`config.mk`:
```
export PLATFORM = sky130hd
export DESIGN_NAME = frame_pixel_streamer_flat
export DESIGN_NICKNAME = d
export VERILOG_FILES = /design/src/rtl/frame_pixel_streamer_pkg.sv /design/src/rtl/frame_pixel_streamer_if.sv /design/src/rtl/frame_pixel_streamer_skid_fifo.sv /design/src/rtl/frame_pixel_streamer.sv /design/src/flat_wrapper.sv
export SDC_FILE = /design/constraint.sdc
export NUM_CORES = 1
export LEC_CHECK = 0
export BUFFER_PORTS_ARGS = -buffer_cell sky130_fd_sc_hd__buf_2
export CAP_MARGIN = 20
export CORE_UTILIZATION = 60
export CTS_CLUSTER_DIAMETER = 80
export DETAILED_ROUTE_END_ITERATION = 10
export GPL_TIMING_DRIVEN = 0
export PLACE_DENSITY = 0.86
export SETUP_SLACK_MARGIN = 0.1
export SLEW_MARGIN = 0
export SYNTH_ARGS = -nofsm -noshare
export SYNTH_HDL_FRONTEND = slang
export SYNTH_HIERARCHICAL = 1
export SYNTH_SLANG_ARGS = --single-unit
```
`constraint.sdc`:
```
create_clock -name clk -period 5.45 [get_ports clk]
set_clock_uncertainty 0.1 [all_clocks]
set_input_delay 1.09 -clock clk [delete_from_list [all_inputs] [get_ports clk]]
set_output_delay 1.09 -clock clk [all_outputs]
set_load 0.02 [all_outputs]
```
`src/rtl/frame_pixel_streamer_pkg.sv`:
```
// Shared definitions for the frame pixel streamer.
//   state_e : streamer FSM states
//   entry_t : skid FIFO entry {sof, eol, eof, pix}, i.e. sof=bit 10, eol=9, eof=8, pix=7:0
//   MaxWidthDef / MaxHeightDef : default largest accepted frame dimensions
package frame_pixel_streamer_pkg;

  localparam int unsigned MaxWidthDef  = 1024;
  localparam int unsigned MaxHeightDef = 1024;
  localparam int unsigned DimW         = 12;

  typedef enum logic [1:0] {
    StIdle,
    StActive,
    StHblank,
    StDrain
  } state_e;

  typedef struct packed {
    logic       sof;
    logic       eol;
    logic       eof;
    logic [7:0] pix;
  } entry_t;

endpackage

```
`src/rtl/frame_pixel_streamer_if.sv`:
```
// Frame RAM read port plus the tagged pixel output stream.
//   master : the streamer (drives RAM strobe/address and the pixel stream)
//   slave  : the environment (RAM data return and downstream ready)
interface frame_pixel_streamer_if #(
  parameter int unsigned ADDR_W = 20
);
  logic              mem_rd_en;
  logic [ADDR_W-1:0] mem_addr;
  logic [7:0]        mem_rd_data;
  logic              out_ready;
  logic [7:0]        data_out;
  logic              data_valid;
  logic              sof;
  logic              eol;
  logic              eof;

  modport master (
    output mem_rd_en, mem_addr, data_out, data_valid, sof, eol, eof,
    input  mem_rd_data, out_ready
  );

  modport slave (
    input  mem_rd_en, mem_addr, data_out, data_valid, sof, eol, eof,
    output mem_rd_data, out_ready
  );
endinterface

```
`src/rtl/frame_pixel_streamer_skid_fifo.sv`:
```
// Two-entry skid FIFO of tagged pixels. The head entry is a register, so the
// consumer sees registered data/tags directly.
//   clk, rst_n : clock, async active-low reset
//   push, din  : write an entry (allowed when full only together with pop)
//   pop        : drop the head entry (caller only pops when not empty)
//   head       : current head entry
//   count      : number of stored entries (0..2)
//   empty      : count == 0
module frame_pixel_streamer_skid_fifo
  import frame_pixel_streamer_pkg::*;
(
  input  logic       clk,
  input  logic       rst_n,
  input  logic       push,
  input  entry_t     din,
  input  logic       pop,
  output entry_t     head,
  output logic [1:0] count,
  output logic       empty
);

  entry_t     mem_q [2];
  logic       wr_ptr_q;
  logic       rd_ptr_q;
  logic [1:0] count_q;

  always_ff @(posedge clk or negedge rst_n) begin
    if (!rst_n) begin
      mem_q[0] <= '0;
      mem_q[1] <= '0;
      wr_ptr_q <= 1'b0;
      rd_ptr_q <= 1'b0;
      count_q  <= 2'd0;
    end else begin
      // When full, wr_ptr equals rd_ptr: a push+pop overwrites the slot being freed.
      if (push) begin
        mem_q[wr_ptr_q] <= din;
        wr_ptr_q        <= ~wr_ptr_q;
      end
      if (pop) begin
        rd_ptr_q <= ~rd_ptr_q;
      end
      count_q <= count_q + {1'b0, push} - {1'b0, pop};
    end
  end

  assign head  = mem_q[rd_ptr_q];
  assign count = count_q;
  assign empty = (count_q == 2'd0);

endmodule

```
`src/rtl/frame_pixel_streamer.sv`:
```
// Raster pixel source: reads one 8-bit frame from a synchronous-read RAM in raster
// order and streams it with sof/eol/eof tags, per-row blanking and ready backpressure.
//   clk, rst_n                  : clock, async active-low reset
//   start                       : frame request, sampled only when idle
//   frame_base/img_width/img_height/hblank : frame parameters, latched on accepted start
//   busy                        : accepted start until frame_done
//   frame_done                  : one-cycle pulse once the frame has fully drained
//   bus                         : RAM read port and output stream (master side)
module frame_pixel_streamer
  import frame_pixel_streamer_pkg::*;
#(
  parameter int unsigned MAX_WIDTH  = MaxWidthDef,
  parameter int unsigned MAX_HEIGHT = MaxHeightDef,
  parameter int unsigned ADDR_W     = 20
) (
  input  logic                clk,
  input  logic                rst_n,
  input  logic                start,
  input  logic [ADDR_W-1:0]   frame_base,
  input  logic [DimW-1:0]     img_width,
  input  logic [DimW-1:0]     img_height,
  input  logic [7:0]          hblank,
  output logic                busy,
  output logic                frame_done,
  frame_pixel_streamer_if.master bus
);

  localparam logic [DimW-1:0] MaxW = DimW'(MAX_WIDTH);
  localparam logic [DimW-1:0] MaxH = DimW'(MAX_HEIGHT);

  state_e            state_q;
  logic [DimW-1:0]   width_q, height_q, col_q, row_q;
  logic [7:0]        hblank_q, blank_cnt_q;
  logic [ADDR_W-1:0] addr_q;
  logic              outstanding_q;
  logic              pend_sof_q, pend_eol_q, pend_eof_q;
  logic              busy_q, done_q;

  entry_t     head;
  logic [1:0] fifo_count;
  logic       fifo_empty;
  logic       pop, issue, last_col, last_row, size_ok, drained;

  always_comb begin
    pop      = !fifo_empty && bus.out_ready;
    last_col = (col_q == width_q - 12'd1);
    last_row = (row_q == height_q - 12'd1);
    // Credit: buffered + in-flight, net of this cycle's pop, must leave room for one more.
    issue    = (state_q == StActive) &&
               (({1'b0, fifo_count} + {2'b0, outstanding_q}) < (3'd2 + {2'b0, pop}));
    size_ok  = (img_width != '0) && (img_width <= MaxW) &&
               (img_height != '0) && (img_height <= MaxH);
    // No reads in drain, so after this edge the FIFO is empty iff it holds only the popped beat.
    drained  = !outstanding_q && (fifo_count == {1'b0, pop});
  end

  always_ff @(posedge clk or negedge rst_n) begin
    if (!rst_n) begin
      state_q       <= StIdle;
      width_q       <= '0;
      height_q      <= '0;
      hblank_q      <= '0;
      blank_cnt_q   <= '0;
      col_q         <= '0;
      row_q         <= '0;
      addr_q        <= '0;
      outstanding_q <= 1'b0;
      pend_sof_q    <= 1'b0;
      pend_eol_q    <= 1'b0;
      pend_eof_q    <= 1'b0;
      busy_q        <= 1'b0;
      done_q        <= 1'b0;
    end else begin
      done_q        <= 1'b0;
      outstanding_q <= issue;
      unique case (state_q)
        StIdle: begin
          if (start && size_ok) begin
            width_q  <= img_width;
            height_q <= img_height;
            hblank_q <= hblank;
            addr_q   <= frame_base;
            col_q    <= '0;
            row_q    <= '0;
            busy_q   <= 1'b1;
            state_q  <= StActive;
          end
        end
        StActive: begin
          if (issue) begin
            // Tags travel with the read and are joined with the returning pixel.
            pend_sof_q <= (row_q == '0) && (col_q == '0);
            pend_eol_q <= last_col;
            pend_eof_q <= last_col && last_row;
            addr_q     <= addr_q + ADDR_W'(1);
            if (last_col) begin
              col_q <= '0;
              row_q <= row_q + 12'd1;
              if (last_row) begin
                state_q <= StDrain;
              end else if (hblank_q != '0) begin
                blank_cnt_q <= hblank_q - 8'd1;
                state_q     <= StHblank;
              end
            end else begin
              col_q <= col_q + 12'd1;
            end
          end
        end
        StHblank: begin
          if (blank_cnt_q == '0) begin
            state_q <= StActive;
          end else begin
            blank_cnt_q <= blank_cnt_q - 8'd1;
          end
        end
        StDrain: begin
          if (drained) begin
            done_q  <= 1'b1;
            busy_q  <= 1'b0;
            state_q <= StIdle;
          end
        end
      endcase
    end
  end

  frame_pixel_streamer_skid_fifo u_fifo (
    .clk   (clk),
    .rst_n (rst_n),
    .push  (outstanding_q),
    .din   ('{sof: pend_sof_q, eol: pend_eol_q, eof: pend_eof_q, pix: bus.mem_rd_data}),
    .pop   (pop),
    .head  (head),
    .count (fifo_count),
    .empty (fifo_empty)
  );

  // Read strobe is decoded from registered state so the first read lands in the cycle after start.
  assign bus.mem_rd_en  = issue;
  assign bus.mem_addr   = addr_q;
  assign bus.data_valid = !fifo_empty;
  assign bus.data_out   = head.pix;
  assign bus.sof        = head.sof;
  assign bus.eol        = head.eol;
  assign bus.eof        = head.eof;
  assign busy           = busy_q;
  assign frame_done     = done_q;

endmodule

```
`src/flat_wrapper.sv`:
```
// flat-port wrapper written by rule: the top's interface ports become plain ports
module frame_pixel_streamer_flat import frame_pixel_streamer_pkg::*;
#(
  parameter int unsigned MAX_WIDTH  = MaxWidthDef,
  parameter int unsigned MAX_HEIGHT = MaxHeightDef,
  parameter int unsigned ADDR_W     = 20
)
  (clk, rst_n, start, frame_base, img_width, img_height, hblank, busy, frame_done, bus_mem_rd_en, bus_mem_addr, bus_data_out, bus_data_valid, bus_sof, bus_eol, bus_eof, bus_mem_rd_data, bus_out_ready);
  frame_pixel_streamer_if #(.ADDR_W(ADDR_W)) bus_i ();
  input  logic clk;
  input  logic rst_n;
  input  logic start;
  input  logic [ADDR_W-1:0] frame_base;
  input  logic [DimW-1:0] img_width;
  input  logic [DimW-1:0] img_height;
  input  logic [7:0] hblank;
  output logic busy;
  output logic frame_done;
  output wire logic [$bits(bus_i.mem_rd_en)-1:0] bus_mem_rd_en;
  output wire logic [$bits(bus_i.mem_addr)-1:0] bus_mem_addr;
  output wire logic [$bits(bus_i.data_out)-1:0] bus_data_out;
  output wire logic [$bits(bus_i.data_valid)-1:0] bus_data_valid;
  output wire logic [$bits(bus_i.sof)-1:0] bus_sof;
  output wire logic [$bits(bus_i.eol)-1:0] bus_eol;
  output wire logic [$bits(bus_i.eof)-1:0] bus_eof;
  input wire logic [$bits(bus_i.mem_rd_data)-1:0] bus_mem_rd_data;
  input wire logic [$bits(bus_i.out_ready)-1:0] bus_out_ready;
  assign bus_mem_rd_en = bus_i.mem_rd_en;
  assign bus_mem_addr = bus_i.mem_addr;
  assign bus_data_out = bus_i.data_out;
  assign bus_data_valid = bus_i.data_valid;
  assign bus_sof = bus_i.sof;
  assign bus_eol = bus_i.eol;
  assign bus_eof = bus_i.eof;
  assign bus_i.mem_rd_data = bus_mem_rd_data;
  assign bus_i.out_ready = bus_out_ready;
  frame_pixel_streamer #(.MAX_WIDTH(MAX_WIDTH), .MAX_HEIGHT(MAX_HEIGHT), .ADDR_W(ADDR_W)) u_core (.clk(clk), .rst_n(rst_n), .start(start), .frame_base(frame_base), .img_width(img_width), .img_height(img_height), .hblank(hblank), .busy(busy), .frame_done(frame_done), .bus(bus_i));
endmodule
```
Yosys cells after proc, flatten, opt, wreduce, memory -nomap -nowiden --
Index checks and enable logic that the tools add are counted.
Operators by class: $add $sub $neg 11, multipliers 0, div/mod/pow operators 0, magnitude comparators 6, equal/unequal tests 15, shifts and indexed selects 0, mux-type cells 35, bitwise gates (word level) 4, reduce and logical (&&, ||, !) cells 30
Operators with widths (number):
- 12-bit two-way mux | 5
- 12-bit one-hot mux with 2 select lines | 2
- 11-bit two-way mux | 4
- 20-bit two-way mux | 2
- 8-bit two-way mux | 5
- 20-bit one-hot mux with 2 select lines | 1
- 12-bit by 1-bit adder with 12-bit output, second input constant | 2
- 12-bit == test | 2
- 12-bit by 11-bit less-or-equal comparator with 1-bit output, second input constant | 2
- 12-bit logical NOT | 2
- 12-bit nonzero test | 2
- 12-bit by 1-bit subtractor with 12-bit output, second input constant | 2
- 22-bit bitwise mux | 1
- 20-bit by 1-bit adder with 20-bit output, second input constant | 1
- 8-bit one-hot mux with 2 select lines | 1
- 8-bit by 1-bit subtractor with 8-bit output, second input constant | 2
- 2-bit two-way mux | 7
- 6-bit AND reduction | 2
- 11-bit demux with 1-bit select | 1
- 1-bit logical AND | 10
- 2-bit by 1-bit inequality test with 1-bit output, second input constant | 5
- 8-bit logical NOT | 1
- 2-bit one-hot mux with 4 select lines | 1
- 8-bit nonzero test | 1
- other kinds (22) | 37
Storage, ports and cells: register bits after elaboration 118, bits in latches 0, bits in writable memories 0, ROM bits 0, bits of input ports 64, output and inout port bits 35, logic and storage cells 126, memories kept 0

Logic depth before layout (Yosys ltp) --
word-level depth 8, depth in mapped cells 11, depth with buffers taken out 10

By module --
Netlist, hierarchy kept.
Modules (own cells, without submodules):
- frame_pixel_streamer | instances 1, cells each 690, area each 5708.0 um^2, seq. area each 2302.2 um^2
- frame_pixel_streamer_skid_fifo | instances 1, cells each 73, area each 1181.1 um^2, seq. area each 650.6 um^2

Worst setup path before layout --
No wires, ideal clock.
kind in2reg, from input img_width[7], to register u_core.row_q[2], library setup time 0.132 ns, data arrival time 3.282 ns, required time 5.218 ns, setup slack 1.936 ns, stages on the path 9, path buffers 1, path through nor4_1 > a31oi_1 > or4b_2 > nor2_1 > nor2_1 > clkbuf_1 > nor3b_1 > xnor2_1 > nor2_1
On the way: word-level cells in the longest chain between the ends 7, elaborated cells on any way between the ends 8, classes of those cells order compare: 1; eq/ne: 1; reduce/logical: 6
RTL lines:
- from (decl) | RTL line flat_wrapper.sv:14 | input logic [DimW-1:0] img_width;
- 12-bit by 11-bit less-or-equal comparator with 1-bit output / 12-bit nonzero test (equally long branches) | RTL line frame_pixel_streamer.sv:51 | size_ok = (img_width != '0) && (img_width <= MaxW) &&
- 1-bit logical AND * (2 in a row) | RTL line frame_pixel_streamer.sv:51
- 1-bit logical AND * | RTL line frame_pixel_streamer.sv:52 | (img_height != '0) && (img_height <= MaxH);
- 1-bit logical AND * | RTL line frame_pixel_streamer.sv:78 | if (start && size_ok) begin
- 2-bit by 1-bit inequality test with 1-bit output (no source line) *
- 4-bit AND reduction (no source line) *
- to (signal assigned) | RTL line frame_pixel_streamer.sv:98 | row_q <= row_q + 12'd1;
- to (decl) | RTL line frame_pixel_streamer.sv:32 | logic [DimW-1:0] width_q, height_q, col_q, row_q;
Mark *: on every way between the ends. The rest lies on a longest branch, timed or not. A chain may end at the register's enable or synchronous reset.

Worst setup path in the final report --
Same ends and word-level chain as after synthesis.

==> run_results.csv <==
group,metric,value,unit
pwr,seqPwrFrac,29.3,%
setup_path,cp.required,5.63,ns
routing,drcViolationCount,0,
floorplan,num_io_pins,99,
status,outcome,"finished clean",
place,dp_hpwl,12900,µm
synthesis,synth_edf_count,0,
routing,vias_per_cell,6.27,
finish,final_cell_mix,"nand2_1 (125), dfrtp_1 (118), buf_2 (99), o21ai_0 (51), nor2_1 (46)",
global_route,grt_max_degree,82,
pwr,p_sw_share,42.8,%
timing,slew_viol_final,0,
timing,grt_setup_unrepaired,"no",
synthesis,ys.flop_type,"dfrtp_1",
setup_path,r2r_start,"u_core/height_q[0]$_DFFE_PN0P_",
timing,setup-tns-final,0,ns
finish,fillers,777,
clock_tree,cts_hold_repair.buffers,0,
floorplan,num_rows,38,
place,dp_slack,0.921,ns
clock_tree,clock_tree.htree_level_count,4,
finish,final_common_cell,"nand2_1",
timing,fmax,0.238,GHz
clock_tree,cts-resized-gates,0,
finish,nets,957,
global_route,grt_first_pass_wirelength,29600,µm
worst_hold_path,whs_path_depth,2,
setup_path,r2r_cells,11,
floorplan,dieArea,11900,µm²
synthesis,async_reset_ff_share,100,%
pwr,combPwrFrac,46.6,%
floorplan,die_y,109,µm
synthesis,syn_inst,763,
pwr,peakVddDrop,0.000548,V
global_route,antenna_found_initial,0,
clock_tree,clkTransAtPathRegs,0.05,ns
synthesis,ys_seq_area_share,42.9,%
synthesis,synthTopCellsByArea,"dfrtp_1 (43%), nand2_1 (6.8%), mux2_2 (3.9%)",
setup_path,crit_top_cell,"nor2_1",
synthesis,synth_cell_type_count,72,
timing,fin_crit_sh,77.2,%
clock_tree,clk_latency,0.43,ns
setup_path,cpPeakStageDelay,0.67,ns
routing,top_layer,"met4",
setup_path,crit_fanout,10,
pwr,p_sw,2.17,mW
routing,route.met2.wl,9000,µm
setup_path,endpoint_kind,"register",
synthesis,synth.avg_cell_area,9.03,µm²
synthesis,syn_nets,839,
clock_tree,cts_sinks,118,
global_route,grt.overflow.total,0,
pwr,p_clk_share,24.1,%
routing,first_pass_iters,8,
timing,maxSlewHeadroom,53.3,%
finish,diodes,0,
setup_path,cp-start-kind,"primary input",
finish,syn2layout_area_growth,19.4,%
timing,finalSetupViolCount,0,
setup_path,crit_slowest_cell,"or4b_2",
run,maxCapViolCount,0,
synthesis,ys_ff_latch,118,
setup_path,startpoint,"img_width[7]",
clock_tree,cts_root_buf,"clkbuf_16",
timing,hold_viol,0,
synthesis,synth_area,6890,µm²
worst_hold_path,hp-class,"register to register",
setup_path,crit_chain,"buf_2, nor4_1, a31oi_1, or4b_2, nor2_1, nor2_1, clkbuf_1, nor3b_1, xnor2_1, nor2_1",
setup_path,crit_arrival,4.39,ns
clock_tree,cts_made_buffers,17,
floorplan,core-area,11000,µm²
timing,finalWorstSetupSlack,1.25,ns
timing,worst_pin_slew,0.701,ns
routing,ant_nets,0,
clock_tree,tritoncts,"yes",
setup_path,cp.depth,10,
routing,met1_length,7560,µm
place,place_area,7590,µm²
setup_path,path_delay_family,"simple AND/OR/NAND/NOR gates",
routing,dr_wl_met3,1440,µm
floorplan,die_w,109,µm
routing,wl,18500,µm
place,port_buffers,98,
synthesis,yosysWarnings,6,
routing,wl_per_cell,17.9,µm
worst_hold_path,holdCritStartpoint,"u_core/busy$_DFFE_PN0P_",
clock_tree,post_cts_buffers,0,
timing,layout_min_cycle_time,4.20,ns
setup_path,critPathKind,"primary input to register",
place,routabilityCongestion,0.931,
setup_path,crit_buf_inv,2,
pwr,leakage,3.71,nW
routing,drt-initial-drc-count,756,
global_route,grt_pass1_vias,6238,
synthesis,synth_top_cell_by_area,"dfrtp_1",
routing,vias,6478,
global_route,grt_use_total,32.7,%
finish,final_area,8230,µm²
floorplan,start_util,62.5,%
pwr,p_per_area,616,nW/µm²
finish,layout-drive-gt1-share,20.7,%
synthesis,synthDominantCellAreaShare,42.9,%
pwr,p_int,2.90,mW
clock_tree,cts_max_path_buffers,2,
power by group through the flow:
stage	clock (mW)	combinational (mW)	sequential, mW
floorplan	0	1.58	1.49
global placement	0	2.18	1.45
detailed placement	0	2.28	1.47
CTS	1.24	2.32	1.47
global route	1.27	2.57	1.52
finish	1.22	2.36	1.48
cell families (layout without fill, tap and decap cells):
kind of cell	Yosys count	count (layout)	share of synthesized area, %
AND/OR/NAND/NOR	331	331	24.0
flip-flops	118	118	42.9
buffers and inverters	64	194	3.89
XOR/XNOR	44	44	5.59
multiplexers	40	40	6.97
AO/OA/AOI/OAI	154	154	14.5
adder cells (fa/ha/maj)	12	12	2.18
state kept, by name (all words and copies together) (netlist names), 2 cells and up:
| signal | cells |
|---|---|
| u_core/blank_cnt_q | 8 |
| u_core/bus.mem_addr | 20 |
| u_core/col_q | 12 |
| u_core/hblank_q | 8 |
| u_core/height_q | 12 |
| u_core/row_q | 12 |
| u_core/state_q | 2 |
| u_core/u_fifo/count | 2 |
| u_core/u_fifo/mem_q | 22 |
| u_core/width_q | 12 |
worst min-delay path, cell delays in order, from the launching register on:
cell and delay, ns:
dfrtp_1 0.33, o21ai_0 0.07, nand2_1 0.06
per-stage QoR:
stage	utilization, %	std cells	total power [mW]	hold WS [ns]
2_1_floorplan	-	763	3.08	0.363
3_3_place_gp	68.5	1001	3.63	0.383
3_5_place_dp	68.8	1002	3.75	0.392
4_1_cts	74.6	1033	5.03	0.402
5_1_grt	74.6	1033	5.36	0.420
6_report	74.6	1033	5.06	0.398
cells in the mapped netlist (6+ instances only):
cell type,instances
mux2i_1,6
a31oi_1,7
ha_1,12
clkbuf_1,36
nor2b_1,8
nand2b_1,9
a21oi_1,35
nand3_1,34
o21ai_0,51
inv_1,23
xor2_1,19
nand4_1,15
mux2_4,10
xnor2_1,25
nor2_1,46
dfrtp_1,118
and3_1,12
nand2_1,125
nor3_1,21
or3_1,7
nor4_1,12
o22ai_1,6
mux2_2,24
final timing paths:
kind	to	slack, ns
setup / recovery	u_core/row_q[2]$_DFFE_PN0P_	1.25
setup reg to reg	u_core/blank_cnt_q[4]$_DFFE_PN0P_	1.81
min in group asynchronous	u_core/u_fifo/mem_q[13]$_DFFE_PN0P_	0.46
hold reg to reg	u_core/busy$_DFFE_PN0P_	0.40
max in group asynchronous	u_core/col_q[1]$_DFFE_PN0P_	4.09
hold / removal	u_core/busy$_DFFE_PN0P_	0.40
layout make-up:
cell class	count	area [µm²]	share of cell area, %
Multi-Input combinational cell	581	3670	44.6
Inverter	23	86.3	1.05
Timing Repair Buffer	99	524	6.37
Sequential cell	118	2950	35.9
Clock inverter	8	171	2.08
Tap cell	140	175	2.13
Clock buffer	23	468	5.69
Buffer	41	181	2.20
routing by layer:
layer  vias to the layer above  track usage (%)
li1                       2961                -
met1                      3109             40.4
met2                       355             53.7
met3                        53             8.19
met4                         0             15.3
met5                         -                0
(Power assumes the default switching activity.)
